## config.mk

```make
export PLATFORM = sky130hd
export DESIGN_NAME = bus_arbiter
export DESIGN_NICKNAME = d
export VERILOG_FILES = /design/src/rtl/bus_arbiter_pkg.sv /design/src/rtl/bus_arbiter.sv
export SDC_FILE = /design/constraint.sdc
export NUM_CORES = 1
export LEC_CHECK = 0
export BUFFER_PORTS_ARGS = -buffer_cell sky130_fd_sc_hd__buf_2
export CORE_UTILIZATION = 50
export CTS_CLUSTER_DIAMETER = 40
export DETAILED_ROUTE_END_ITERATION = 12
export PLACE_DENSITY = 0.81
export SLEW_MARGIN = 10
export SYNTH_ARGS = -nofsm -noshare
export SYNTH_HDL_FRONTEND = slang
export SYNTH_SLANG_ARGS = --single-unit
```

## constraint.sdc

```tcl
create_clock -name clk -period 2.3 [get_ports clk]
set_clock_uncertainty 0.05 [all_clocks]
set_input_delay 0.115 -clock clk [delete_from_list [all_inputs] [get_ports clk]]
set_output_delay 0.115 -clock clk [all_outputs]
set_load 0.01 [all_outputs]
```

## src/rtl/bus_arbiter_pkg.sv

```systemverilog
`default_nettype none
// ============================================================================
// Module  : bus_arbiter_pkg
// Brief   : Shared encodings and widths for the two-requester bus arbiter.
// Revision: 1.0
// ============================================================================
package bus_arbiter_pkg;

  localparam int unsigned c_ADDR_W = 14;
  localparam int unsigned c_DATA_W = 8;

  localparam logic [1:0] c_IDLE = 2'd0;
  localparam logic [1:0] c_BUSY = 2'd1;
  localparam logic [1:0] c_DONE = 2'd2;

  localparam logic [c_DATA_W-1:0] c_TO_RD_DATA = 8'hFF;

endpackage : bus_arbiter_pkg
`default_nettype wire

```

## src/rtl/bus_arbiter.sv

```systemverilog
`default_nettype none
// ============================================================================
// Module  : bus_arbiter
// Brief   : Round-robin arbiter of two requesters onto one register bus,
//           with a per-transaction timeout that forces an error completion.
// Revision: 1.0
// ============================================================================
module bus_arbiter
  import bus_arbiter_pkg::*;
#(
  parameter int unsigned TIMEOUT = 255
) (
  input  logic                clk,
  input  logic                rst,

  input  logic                m0_stb,
  input  logic                m0_wr,
  input  logic [c_ADDR_W-1:0] m0_a,
  input  logic [c_DATA_W-1:0] m0_d,
  output logic                m0_ack,
  output logic                m0_err,

  input  logic                m1_stb,
  input  logic                m1_wr,
  input  logic [c_ADDR_W-1:0] m1_a,
  input  logic [c_DATA_W-1:0] m1_d,
  output logic                m1_ack,
  output logic                m1_err,

  output logic [c_DATA_W-1:0] m_rd_d,

  output logic                s_stb,
  input  logic                s_ack,
  output logic                s_wr,
  output logic [c_ADDR_W-1:0] s_a,
  output logic [c_DATA_W-1:0] s_d,
  input  logic [c_DATA_W-1:0] s_rd_d
);

  localparam logic [7:0] c_CNT_LAST = 8'(TIMEOUT - 1);

  logic [1:0] r_state;
  logic [1:0] w_next_state;
  logic       r_last;
  logic       r_grant;
  logic [7:0] r_cnt;

  logic       w_pick;
  logic       w_start;
  logic       w_ack_hit;
  logic       w_to_hit;
  logic       w_finish;

  // State register
  always_ff @(posedge clk or posedge rst) begin
    if (rst) begin
      r_state <= c_IDLE;
    end else begin
      r_state <= w_next_state;
    end
  end

  // Next-state logic
  always_comb begin
    w_next_state = r_state;
    case (r_state)
      c_IDLE:  if (m0_stb || m1_stb) w_next_state = c_BUSY;
      c_BUSY:  if (w_finish)         w_next_state = c_DONE;
      c_DONE:                        w_next_state = c_IDLE;
      default:                       w_next_state = c_IDLE;
    endcase
  end

  // Control decode; on a tie the requester not granted last wins
  always_comb begin
    w_pick = 1'b0;
    if (m0_stb && m1_stb) begin
      w_pick = ~r_last;
    end else if (m1_stb) begin
      w_pick = 1'b1;
    end
    w_start   = (r_state == c_IDLE) && (m0_stb || m1_stb);
    w_ack_hit = (r_state == c_BUSY) && s_ack;
    w_to_hit  = (r_state == c_BUSY) && !s_ack && (r_cnt == c_CNT_LAST);
    w_finish  = w_ack_hit || w_to_hit;
  end

  // Registered bus side, completion pulses and read-data capture
  always_ff @(posedge clk or posedge rst) begin
    if (rst) begin
      r_last  <= 1'b1;
      r_grant <= 1'b0;
      r_cnt   <= 8'd0;
      s_stb   <= 1'b0;
      s_wr    <= 1'b0;
      s_a     <= '0;
      s_d     <= '0;
      m0_ack  <= 1'b0;
      m1_ack  <= 1'b0;
      m0_err  <= 1'b0;
      m1_err  <= 1'b0;
      m_rd_d  <= '0;
    end else begin
      m0_ack <= 1'b0;
      m1_ack <= 1'b0;
      m0_err <= 1'b0;
      m1_err <= 1'b0;

      if (w_start) begin
        s_stb   <= 1'b1;
        r_grant <= w_pick;
        r_cnt   <= 8'd0;
        s_wr    <= w_pick ? m1_wr : m0_wr;
        s_a     <= w_pick ? m1_a  : m0_a;
        s_d     <= w_pick ? m1_d  : m0_d;
      end

      if (r_state == c_BUSY) begin
        r_cnt <= r_cnt + 8'd1;
      end

      if (w_finish) begin
        s_stb  <= 1'b0;
        r_last <= r_grant;
        m0_ack <= ~r_grant;
        m1_ack <= r_grant;
        m0_err <= w_to_hit && !r_grant;
        m1_err <= w_to_hit && r_grant;
        m_rd_d <= w_ack_hit ? s_rd_d : c_TO_RD_DATA;
      end
    end
  end

endmodule : bus_arbiter
`default_nettype wire

```

==> impl_summary.md <==
Placement
Detailed placement ended at an HPWL of 3.27 mm. The final weighted congestion of routability-driven global placement is 0.760. During placement, the flow inserted port buffers numbering 94. The placed cell count is 337.

Global routing
The number of global-route vias before repair came to 1457. Global routing used 26.7% of the available met1 tracks. Global routing finished with a remaining overflow of 0. In the global route stage, met3 resource usage came out at 5.74%. The overall routing resource usage is 20.3%. The first global-routing pass estimated 6.72 mm of wire. The met2 usage in global routing is 31.8%.

After global routing, the most crowded layer is met2. The initial antenna violation count is 0. Entering global routing, the biggest net connects 54 pins.

Setup path
The cell class contributing the biggest share of worst-path delay is simple AND/OR/NAND/NOR gates. The required time of the worst setup path is 2480 ps. Walking the worst path, the cells encountered are inv_1, ha_1, and4b_1, and4_4, a21oi_4, mux2_4. The data arrival time at the worst-slack endpoint is 1890 ps. The worst setup path is captured at a register. The slowest stage of the critical path is the sky130_fd_sc_hd__dfrtp_1 cell. The setup path with the least slack is of type register to register. The maximum fanout encountered on the critical timing path is 12. The startpoint type of the worst setup path is a register. Counting both buffers and inverters, the worst setup path holds a total of 1. The largest stage delay on the critical path is 410 ps.

Logic synthesis
The number of warnings printed during yosys synthesis is 0. The number of storage elements in the synthesis netlist is 48. In the synthesized netlist, the number of instances is 202. The mux contribution to synthesized area is 13.8%. The synthesized-area fraction occupied by xor and xnor cells is 0.409%. Summing the areas of all and, or, nand and nor instances in the mapped netlist gives 13.7% of the synthesized area. Summing every instance area after synthesis gives 2140 sq um. After Yosys synthesis, full adders, half adders and majority gates account for 1.17% of the synthesized area. The mean area per synthesized cell is 10.6 sq um. By area, the combinational part of the netlist is dominated by multiplexers.

The count of cell types in the netlist is 31. Summing the areas of all compound-gate instances in the mapped netlist gives 11.2% of the synthesized area. The synthesized netlist net count is 263. Of the synthesized area, sequential elements account for 56.1%.

Floorplanning
The die extent in y is 67.5 um. The number of rows created at floorplan is 23. The top-level I/O count is 95. The standard cell core area is 4060 sq um. The die is 67.5 um wide. The effective utilization at floorplan is 52.8%. The floorplan die area is 4550 sq um.

Timing
Setup repair after global routing left no endpoint under its margin. The highest clock frequency the design can meet is 585 MHz. The worst path uses 74.4% of the clock period. The post-layout minimum cycle time is 1710 ps.

The number of slew-limit violations in the final report came to 0. The worst relative slew slack is 27.9%. The accumulated negative setup slack is 0 ps. The total setup violations reported at the end of the flow is 0. The number of hold-slack violations in the final timing report is 0. At the pin with the least slew margin, the transition time is 1080 ps. The minimum hold slack is 11.3 ps.

Clock tree
The clock tree synthesis step divided the H-tree into 2 levels. The source-to-sink clock delay at the later pin of the worst-skew pair is 300 ps. Buffers inserted to repair hold after CTS numbered 1.

Clock tree synthesis selected as its root buffer the cell sky130_fd_sc_hd__clkbuf_8. Post-CTS repair changed the size of 0 cells. In this run, CTS created clock tree buffers numbering 5. The clock tree from TritonCTS is done. The number of buffers between clock root and the deepest sink is 2. After clock tree synthesis, the setup repair step added 0 buffers. Counting every sink on the clock net gives 48. The clock-pin slew of the registers on the worst-case setup and hold paths is 90 ps.

Cells and area
The repair_antennas step left the layout with diodes totalling 0. Compared with the post-synthesis result, the final layout area differs by 29.1%. Cells with a size suffix above 1 make up 38.2% of the layout. The post-layout net count is 356.

Leaving out filler cells and counting taps, the final layout contains 346. The most common library cell in the layout ignoring fill and taps is sky130_fd_sc_hd__buf_2. The top cell types in the final layout, fill and taps aside, are 94 x sky130_fd_sc_hd__buf_2, 47 x sky130_fd_sc_hd__dfrtp_1, 30 x sky130_fd_sc_hd__nand2_1.

Job
Max-cap violations in this run came to 0.

Route
For this block, the routed nets add up to 4.44 mm of wire. In the routed design, unresolved DRC markers number 0. The detail route stage leaves a number of antenna-violating nets equal to 0. The detailed-route vias per instance is 5.05. The routed via count is 1748. The routed wirelength normalized by instance count is 12.8 um. The first TritonRoute pass finished after 4 iterations.

The starting DRC count in detailed routing is 105.

Run status
The flow ran to the end, and the final reports show no timing, DRC or antenna violations.

Hold path
The tightest min-delay check is of the input pin to register type.

Power
The static power due to leakage is 1.45 nW. The worst voltage drop across the vdd grid is 636 uV. The areal power density over the cells is 1140 nW/um^2.
## per-stage QoR
step | total power (W) | setup WS [ps] | cell area, sq um | utilization, %
global route | 0.00341 | 520 | 2770 | 68.2
finish | 0.00315 | 590 | 2770 | 68.2
global placement | 0.00261 | 662 | 2660 | 65.6
floorplan | 0.00217 | 729 | 2140 | -
detailed placement | 0.00266 | 611 | 2660 | 65.6
CTS | 0.00318 | 601 | 2770 | 68.2
## flip-flops by register name (all words and copies together) (netlist names)
| name | count |
|---|---|
| s_a | 14 |
| m_rd_d | 8 |
| s_d | 8 |
| r_cnt | 8 |
| r_state | 2 |
| s_wr | 1 |
| r_last | 1 |
| m1_err | 1 |
| m0_err | 1 |
| m0_ack | 1 |
| s_stb | 1 |
| r_grant | 1 |
| m1_ack | 1 |
## synthesized netlist by cell type
cell type,count,area share [%]
sky130_fd_sc_hd__ha_1,2,1.2
sky130_fd_sc_hd__a31oi_1,1,0.29
sky130_fd_sc_hd__a21oi_1,9,2.1
sky130_fd_sc_hd__dfstp_2,1,1.2
sky130_fd_sc_hd__nand2b_1,1,0.29
sky130_fd_sc_hd__mux2_4,1,0.70
sky130_fd_sc_hd__o21a_1,2,0.70
sky130_fd_sc_hd__buf_2,2,0.47
sky130_fd_sc_hd__xor2_1,1,0.41
sky130_fd_sc_hd__dfrtp_1,47,55
sky130_fd_sc_hd__nand4_1,2,0.58
sky130_fd_sc_hd__a22o_1,1,0.41
sky130_fd_sc_hd__a21boi_0,1,0.35
sky130_fd_sc_hd__o211ai_1,1,0.35
sky130_fd_sc_hd__nand2_1,30,5.3
sky130_fd_sc_hd__o21ai_1,1,0.23
sky130_fd_sc_hd__inv_1,3,0.53
sky130_fd_sc_hd__and2_1,1,0.29
sky130_fd_sc_hd__and4_4,1,0.53
sky130_fd_sc_hd__o22ai_1,1,0.29
sky130_fd_sc_hd__mux2i_1,28,13
sky130_fd_sc_hd__and2b_2,2,0.82
sky130_fd_sc_hd__clkbuf_1,6,1.1
sky130_fd_sc_hd__nor2_1,23,4.0
sky130_fd_sc_hd__o21ai_0,23,5.4
sky130_fd_sc_hd__buf_6,3,1.6
sky130_fd_sc_hd__nor2b_1,1,0.29
sky130_fd_sc_hd__o31ai_1,1,0.35
sky130_fd_sc_hd__a21oi_4,1,0.76
sky130_fd_sc_hd__nand3_1,3,0.70
sky130_fd_sc_hd__and4b_1,2,0.93
## kinds of logic after synthesis
| family | Yosys count |
|---|---|
| xor gates and xnor gates | 1 |
| AOI/OAI and AO/OA | 42 |
| buffers and inverters | 14 |
| DFF | 48 |
| muxes | 29 |
| and+or+nand+nor | 66 |
| adders and majority gates | 2 |
## per-layer routing
layer  wire length [um]  share of wire (%)
met5                  0                  0
met4                 52                1.2
met3                363                8.2
met2               2040                 46
met1               1980                 45
## cell type report
class | instances | area [sq um]
clock buffer | 6 | 82.6
clock inverter | 2 | 15.0
fill | 333 | 1290
inverter | 3 | 11.3
multi-input combinational | 140 | 886
sequential | 48 | 1200
tap | 50 | 62.6
timing repair buffer | 97 | 508
## power by group
part	internal (W)	switching [W]
combinational	0.000530	0.000714
sequential	0.00119	0.000198
clock	0.000243	0.000275
total	0.00197	0.00119
## worst reg2reg max path: cells and delay by family (launching register included)
kind / cells / cell delay [ps]
mux: 1 / 320
buf+inv: 1 / 60
flops: 1 / 410
fa+ha+maj: 1 / 180
compound gates: 1 / 190
simple gates: 2 / 430
## worst paths after layout
path	from	end	slack, ps	cells after the start
min in group asynchronous	rst	m_rd_d[0]	460	4
max reg2reg	r_cnt[0]	r_last	590	6
max in group asynchronous	rst	s_a[2]	1350	4
max	r_cnt[0]	r_last	590	6
min	s_rd_d[0]	m_rd_d[0]	10	3
min reg2reg	s_a[8]	s_a[8]	430	2
Note: power is estimated with default switching activity, not from simulation.
